**config.mk**
```make
export PLATFORM = sky130hd
export DESIGN_NAME = button_event_decoder
export DESIGN_NICKNAME = d
export VERILOG_FILES = /design/src/rtl/button_event_decoder.sv
export SDC_FILE = /design/constraint.sdc
export NUM_CORES = 1
export LEC_CHECK = 0
export ABC_AREA = 1
export CORE_ASPECT_RATIO = 0.9
export CORE_MARGIN = 1
export CORE_UTILIZATION = 45
export CTS_CLUSTER_SIZE = 30
export DETAILED_ROUTE_END_ITERATION = 8
export DONT_BUFFER_PORTS = 1
export SLEW_MARGIN = 30
export SYNTH_ARGS = -nofsm -noshare
export SYNTH_HDL_FRONTEND = slang
export SYNTH_SLANG_ARGS = --single-unit
```
**constraint.sdc**
```tcl
create_clock -name clk27m -period 3.19 [get_ports clk27m]
set_input_delay 0.638 -clock clk27m [delete_from_list [all_inputs] [get_ports clk27m]]
set_output_delay 0.638 -clock clk27m [all_outputs]
set_load 0.05 [all_outputs]
```
**src/rtl/button_event_decoder.sv**
```systemverilog
// Push-button front end: synchronizes and debounces active-low pins, then turns
// level changes and long holds into a small queue of {type, index} events.
module button_event_decoder #(
  parameter int BUTTONS         = 5,
  parameter int DEBOUNCE_CYCLES = 270000,
  parameter int LONG_CYCLES     = 27000000,
  parameter int DEPTH           = 4
) (
  input  logic               clk27m,
  input  logic               reset_n,
  input  logic [BUTTONS-1:0] button,
  output logic [BUTTONS-1:0] level,
  output logic               event_valid,
  input  logic               event_ready,
  output logic [1:0]         event_type,
  output logic [2:0]         event_index,
  output logic               overflow,
  input  logic               overflow_clear
);

  localparam int DW = (DEBOUNCE_CYCLES > 1) ? $clog2(DEBOUNCE_CYCLES) : 1;
  localparam int HW = (LONG_CYCLES > 1) ? $clog2(LONG_CYCLES) : 1;
  localparam int AW = (DEPTH > 1) ? $clog2(DEPTH) : 1;

  localparam logic [DW-1:0] DB_LAST   = DW'(DEBOUNCE_CYCLES - 1);
  localparam logic [HW-1:0] HOLD_LAST = HW'(LONG_CYCLES - 1);
  localparam logic [HW-1:0] HOLD_FIRE = HW'(LONG_CYCLES - 2);
  localparam logic [AW:0]   DEPTH_CNT = (AW+1)'(DEPTH);

  localparam logic [1:0] EV_PRESS   = 2'd0;
  localparam logic [1:0] EV_RELEASE = 2'd1;
  localparam logic [1:0] EV_LONG    = 2'd2;

  logic [BUTTONS-1:0] sync1, sync2, stable;
  logic [DW-1:0]      db_cnt   [BUTTONS];
  logic [HW-1:0]      hold_cnt [BUTTONS];

  logic [BUTTONS-1:0] rise, fall, long_hit;
  logic [BUTTONS-1:0] pend_p, pend_r, pend_l;
  logic [BUTTONS-1:0] clr_p, clr_r, clr_l;
  logic               lost;

  logic               push, pop, load, full;
  logic [1:0]         push_type;
  logic [2:0]         push_index;
  logic [4:0]         mem [DEPTH];
  logic [AW-1:0]      wr_ptr, rd_ptr;
  logic [AW:0]        mem_cnt, occupancy;

  // Synchronizers idle high so a released pin after reset produces no event.
  always_ff @(posedge clk27m or negedge reset_n) begin
    if (!reset_n) begin
      sync1 <= '1;
      sync2 <= '1;
    end else begin
      sync1 <= button;
      sync2 <= sync1;
    end
  end

  always_ff @(posedge clk27m or negedge reset_n) begin
    if (!reset_n) begin
      stable <= '1;
      for (int i = 0; i < BUTTONS; i++) db_cnt[i] <= '0;
    end else begin
      for (int i = 0; i < BUTTONS; i++) begin
        if (sync2[i] == stable[i]) begin
          db_cnt[i] <= '0;
        end else if (db_cnt[i] == DB_LAST) begin
          stable[i] <= sync2[i];
          db_cnt[i] <= '0;
        end else begin
          db_cnt[i] <= db_cnt[i] + DW'(1);
        end
      end
    end
  end

  assign rise = ~stable & ~level;
  assign fall = stable & level;

  always_comb begin
    long_hit = '0;
    for (int i = 0; i < BUTTONS; i++)
      long_hit[i] = level[i] && (hold_cnt[i] == HOLD_FIRE);
  end

  // Hold counter parks at its last value so a long hold fires exactly once.
  always_ff @(posedge clk27m or negedge reset_n) begin
    if (!reset_n) begin
      level <= '0;
      for (int i = 0; i < BUTTONS; i++) hold_cnt[i] <= '0;
    end else begin
      level <= ~stable;
      for (int i = 0; i < BUTTONS; i++) begin
        if (!level[i])
          hold_cnt[i] <= '0;
        else if (hold_cnt[i] != HOLD_LAST)
          hold_cnt[i] <= hold_cnt[i] + HW'(1);
      end
    end
  end

  // Lowest button wins; within a button press, then long, then release.
  always_comb begin
    clr_p      = '0;
    clr_r      = '0;
    clr_l      = '0;
    push       = 1'b0;
    push_type  = EV_PRESS;
    push_index = 3'd0;
    if (!full || pop) begin
      for (int i = 0; i < BUTTONS; i++) begin
        if (!push) begin
          if (pend_p[i]) begin
            push = 1'b1; push_type = EV_PRESS; push_index = 3'(i); clr_p[i] = 1'b1;
          end else if (pend_l[i]) begin
            push = 1'b1; push_type = EV_LONG; push_index = 3'(i); clr_l[i] = 1'b1;
          end else if (pend_r[i]) begin
            push = 1'b1; push_type = EV_RELEASE; push_index = 3'(i); clr_r[i] = 1'b1;
          end
        end
      end
    end
  end

  // A bit being drained this cycle can take a fresh event without a loss.
  assign lost = |((rise & pend_p & ~clr_p) |
                  (fall & pend_r & ~clr_r) |
                  (long_hit & pend_l & ~clr_l));

  always_ff @(posedge clk27m or negedge reset_n) begin
    if (!reset_n) begin
      pend_p   <= '0;
      pend_r   <= '0;
      pend_l   <= '0;
      overflow <= 1'b0;
    end else begin
      pend_p <= (pend_p & ~clr_p) | rise;
      pend_r <= (pend_r & ~clr_r) | fall;
      pend_l <= (pend_l & ~clr_l) | long_hit;
      if (lost)
        overflow <= 1'b1;
      else if (overflow_clear)
        overflow <= 1'b0;
    end
  end

  // Occupancy counts storage plus the registered head slot.
  assign pop       = event_valid & event_ready;
  assign occupancy = mem_cnt + {{AW{1'b0}}, event_valid};
  assign full      = (occupancy == DEPTH_CNT);
  assign load      = (!event_valid || pop) && (mem_cnt != '0);

  always_ff @(posedge clk27m) begin
    if (push) mem[wr_ptr] <= {push_type, push_index};
  end

  always_ff @(posedge clk27m or negedge reset_n) begin
    if (!reset_n) begin
      wr_ptr      <= '0;
      rd_ptr      <= '0;
      mem_cnt     <= '0;
      event_valid <= 1'b0;
      event_type  <= 2'd0;
      event_index <= 3'd0;
    end else begin
      if (push) wr_ptr <= wr_ptr + AW'(1);
      if (load) begin
        {event_type, event_index} <= mem[rd_ptr];
        rd_ptr                    <= rd_ptr + AW'(1);
        event_valid               <= 1'b1;
      end else if (pop) begin
        event_valid <= 1'b0;
      end
      mem_cnt <= mem_cnt + (AW+1)'(push) - (AW+1)'(load);
    end
  end

endmodule
```
* Word-level counts from Yosys, hierarchy flattened
Memory sizes are Yosys's and may differ from the RTL's. A register that Yosys moved wholly into a read port is not among the register bits.
Cells that the tools add are included.
** Storage, ports and cells
- Register bits :: 264
- Output and inout bits :: 12
- Memories kept :: 1
- Memory bits (writable) :: 20
- Bits in latches :: 0
- Bits in read-only memories :: 0
- Word-level logic and storage cells :: 244
** Memories
- mem :: words 4, bits a word 5, rd ports 1, clocked after memory_dff 1, wr ports 1, RTL line 46 : logic [4:0] mem [DEPTH];
** Operators by class
- Shift operators :: 0
- Magnitude comparators :: 0
- Add/sub/neg operators :: 15
- Multipliers :: 0
- Mux-type cells :: 129
- Reductions and logical operators :: 20
- Equal/unequal tests :: 26
- Div/mod/pow operators :: 0
- Bitwise operators :: 27
** Operators by type and width (count)
- $mux W25 :: 10
- $mux W19 :: 10
- $add A25 B1 Y25 const B :: 5
- $eq A25 B25 Y1 const B :: 5
- $ne A25 B25 Y1 const B :: 5
- $add A19 B1 Y19 const B :: 5
- $eq A19 B19 Y1 const B :: 5
- $mux W1 :: 68
- $and A5 B5 Y5 :: 11
- $mux W3 :: 18
- $mux W2 :: 20
- $not A5 Y5 :: 5
- $or A5 B5 Y5 :: 5
- $mux W5 :: 3
- $ne A2 B1 Y1 const B :: 5
- $reduce_and A2 Y1 :: 5
- $add A3 B1 Y3 :: 2
- $logic_and A1 B1 Y1 :: 6
- $eq A1 B1 Y1 :: 5
- $not A1 Y1 :: 5
- $reduce_or A5 Y1 :: 1
- $add A2 B1 Y2 const B :: 2
- $reduce_bool A2 Y1 :: 2
- $eq A3 B3 Y1 const B :: 1
- other kinds (5) :: 8

* Depth between registers and ports, before layout
- Depth after elaboration :: 22
- Depth in mapped cells :: 14
- Mapped depth without buffers :: 14

* Worst setup path before layout
OpenSTA, ideal clock, no wires.
- Path type :: reg2reg
- Start :: reg event_valid
- End :: reg mem_cnt[2]
- Arrival time :: 2.466 ns
- Setup time :: 0.129 ns
- Cell stages (with the launch flop) :: 14
- Required time :: 3.061 ns
- Clock period less this slack :: 2.595 ns
- Setup slack :: 0.595 ns
- Cell sequence :: dfrtp_1 > ha_1 > ha_1 > nor2_1 > nand2_1 > inv_1 > nand2_2 > o21ai_0 > nand2_1 > ha_1 > inv_1 > fa_1 > xnor2_1 > xor2_1
** Between the ends
- Word-level cells in the longest chain between the ends :: 7
** Ends and longest elaborated chain
- start: declaration :: RTL line 13 : output logic event_valid,
- start signal: assignment :: RTL line 164 : event_valid <= 1'b0;
- start signal: assignment :: RTL line 172 : event_valid <= 1'b1;
- start signal: assignment :: RTL line 174 : event_valid <= 1'b0;
- $add A3 B1 Y3 :: RTL line 151 : assign occupancy = mem_cnt + {{AW{1'b0}}, event_valid};
- $eq A3 B3 Y1 :: RTL line 152 : assign full = (occupancy == DEPTH_CNT);
- $logic_not A1 Y1 :: RTL line 112 : if (!full || pop) begin
- $logic_or A1 B1 Y1 (*) :: RTL line 112
- $mux W1 (*) :: RTL line 112
- net push :: RTL line 43 : logic push, pop, load, full;
- $add A3 B1 Y3 (*) :: RTL line 176 : mem_cnt <= mem_cnt + (AW+1)'(push) - (AW+1)'(load);
- $sub A3 B1 Y3 (*) :: RTL line 176
- end signal: assignment :: RTL line 176
- end: declaration :: RTL line 48 : logic [AW:0] mem_cnt, occupancy;
The timed path passes the listed nets; every way through them passes the cells marked *.
A chain may end at the register's enable or synchronous reset.

* Final worst setup path
Same ends and word-level chain as after synthesis.

==> results.ini <==
[grt]
grt_pass1_wl_um = 55000
grt-ovfl-total = 0
grt_max_degree = 270
antenna_found_initial = 0
grt_pass1_vias = 11491
grt_usage = 0.191

[run_status]
outcome = finished, violations left
failed_checks = negative hold slack

[layout]
multi_input_area_sq_mm = 0.00681
layout_common_cells = nor2_1 (312), nand2_1 (295), inv_1 (254), dfrtp_1 (254), o21ai_0 (91)
fin_util = 0.511
n_fill_cell = 3129
nets = 1924
final_common_cell = nor2_1
area_delta_synth_final_pct = 10.9
layout-drive-gt1-share = 0.0851
insertedDiodeCount = 0
seqCellArea_sq_mm = 0.00735

[critical_path]
path_class = reg2reg
critPathRequiredTime_ps = 3620
cp_max_fo = 9
arrival_ps = 2950
endpoint_kind = flip-flop
cp-start-kind = flip-flop
reg2regPathDepth = 13

[routing]
via_per_inst = 5.14
antenna_left = 0
routed_wirelength_um = 31500
wire_per_inst_um = 13.5
vias = 12027
drt_first_pass_iters = 5
drc = 0
drtIter0Drc = 722

[power_and_ir_drop]
power_frac_seq = 0.459
power_density_mw_per_mm2 = 539
power_mw = 9.10
p_leak_nw = 7.56
switchingPower_mw = 2.35
power_frac_clock = 0.449
p_int_mw = 6.75
switching_share = 0.259
combPwrFrac = 0.091
worst_ir_drop_vdd_mv = 0.450

[yosys]
ys.flop_type = dfrtp_1
synth_seq_cells = 289
synthArstFlopShare = 0.931
synth-seq-area-share = 0.483
yosys_warnings = 0
syn_inst = 1870
synth_area_sq_mm = 0.0152
synth_edf_count = 20
ys_types = 50
syn-num-nets = 1903
syn_avg_cell_area_sq_um = 8.15

[sta]
drv_slew = 0
rsz0062_at_grt = false
timing.final.crit_share = 0.792
hold_violations = 254
slew-limit-headroom = 0.404
setup_viol = 0
finalClockSkew_ps = 18.4
holdWs_ps = -157
min_period_ps = 2530
max_clock_freq_ghz = 0.396
tns_ps = 0
worst_pin_slew_ps = 894

[floorplanning]
fp.coreArea_sq_mm = 0.0331
num_rows = 63
die_y_um = 177
ios = 21
start_util = 0.460
fp.dieW_um = 196
die_area_sq_mm = 0.0346

[job]
drv_cap = 0

[clock_network]
clockBufferDepth = 3
postCtsResizedCells = 0
path_clk_slew_ps = 60
htreeDepth = 2
numClockSinks = 289
root_buffer = clkbuf_16
cts_tree = done
cts_made_buffers = 34
clock_latency_ps = 520

[placed_design]
hpwl_um = 22100
gp_congestion = 0.879
portBuffers = 0

[worst_hold_path]
hold_path_class = in2async

-- sequential cells by signal, indices dropped and copies added, names as in the netlist, 3 cells and up --
register     flops
stable           5
hold_cnt       125
event_index      3
db_cnt          95
sync1            5
sync2            5
pend_r           5
pend_p           5
pend_l           5
level            5
mem_cnt          3
mem             20
-- path summary, 6_finish.rpt --
path | slack, ps | to | startpoint
worst max-delay path | 660 | mem_cnt[2] | event_valid
worst min-delay path | -160 | hold_cnt[124] | reset_n
worst max register to register | 660 | mem_cnt[2] | event_valid
worst min register to register | 350 | sync2[2] | sync1[2]
max in group asynchronous | 2880 | sync2[2] | reset_n
min in group clk27m | 110 | sync1[4] | button[4]
-- power groups by stage --
stage,clock network [mW],logic [mW],registers (mW)
floorplan,0,0.672,4.19
global placement,0,0.826,4.25
detailed placement,0,0.846,4.25
CTS,4.22,0.846,4.19
global route,4.37,0.969,4.20
finish,4.09,0.833,4.18
-- synthesized netlist by cell type, types with 13 or more instances --
cell / count / area [sq um]
nand2_1: 295 / 1110
nor3b_1: 16 / 120
clkbuf_1: 13 / 48.8
nor2_1: 312 / 1170
edfxtp_1: 20 / 601
nand2_2: 18 / 113
a21oi_1: 78 / 390
nand3_1: 86 / 430
nor4_1: 30 / 188
xor2_1: 51 / 447
nor2_2: 21 / 131
o21ai_0: 91 / 455
a31oi_1: 23 / 144
inv_1: 254 / 953
nand4_1: 67 / 419
nor3_1: 74 / 370
xnor2_1: 32 / 280
dfstp_2: 15 / 394
dfrtp_1: 254 / 6360
ha_1: 23 / 288
-- area by class of cell --
class / count / share of cell area
multi-input cells: 1299 / 0.403
clock buffers: 45 / 0.0576
clock inverters: 16 / 0.0127
flip-flops and latches: 289 / 0.435
inverters: 260 / 0.0577
repair buffers: 7 / 0.00311
well taps: 422 / 0.0312
-- routing by layer --
metal | track usage | routed length (um) | up-vias
met2 | 0.300 | 13800 | 176
met5 | 0 | 0 | -
met1 | 0.271 | 15800 | 5619
met3 | 0.0315 | 1270 | 43
li1 | - | - | 6189
met4 | 0.0557 | 648 | 0
-- cell families after synthesis --
family / after synthesis / share of synthesized area
AOI/OAI and AO/OA: 222 / 0.0793
xor gates and xnor gates: 83 / 0.0477
adders and majority gates: 24 / 0.0202
buffers and inverters: 282 / 0.0707
DFF: 289 / 0.483
muxes: 1 / 0.000739
and+or+nand+nor: 969 / 0.299
-- what timing repair did --
action / CTS / global route
endpoints found under the setup margin: 0 / 0
hold endpoints to repair: 254 / 257
setup buffers: 0 / 0
-- per-stage QoR --
stage / std cells / setup WS [ps] / hold WS [ps] / cell area, sq um
floorplan: 1870 / 595 / 342 / 15200
global placement: 2277 / 679 / 347 / 15700
detailed placement: 2277 / 643 / 347 / 15700
CTS: 2338 / 641 / -194 / 16900
global route: 2338 / 404 / -209 / 16900
finish: 2338 / 665 / -157 / 16900
-- worst max-delay path: stages, from the launching register on --
cell and delay [ps]:
dfrtp_1 380, ha_1 200, ha_1 270, nor2_1 40, nand2_1 70, inv_1 50
nand2_2 160, o21ai_0 150, nand2_1 180, ha_1 170, inv_1 50, fa_1 370
xnor2_1 190, xor2_1 160
Power figures use the tool's default switching activity.
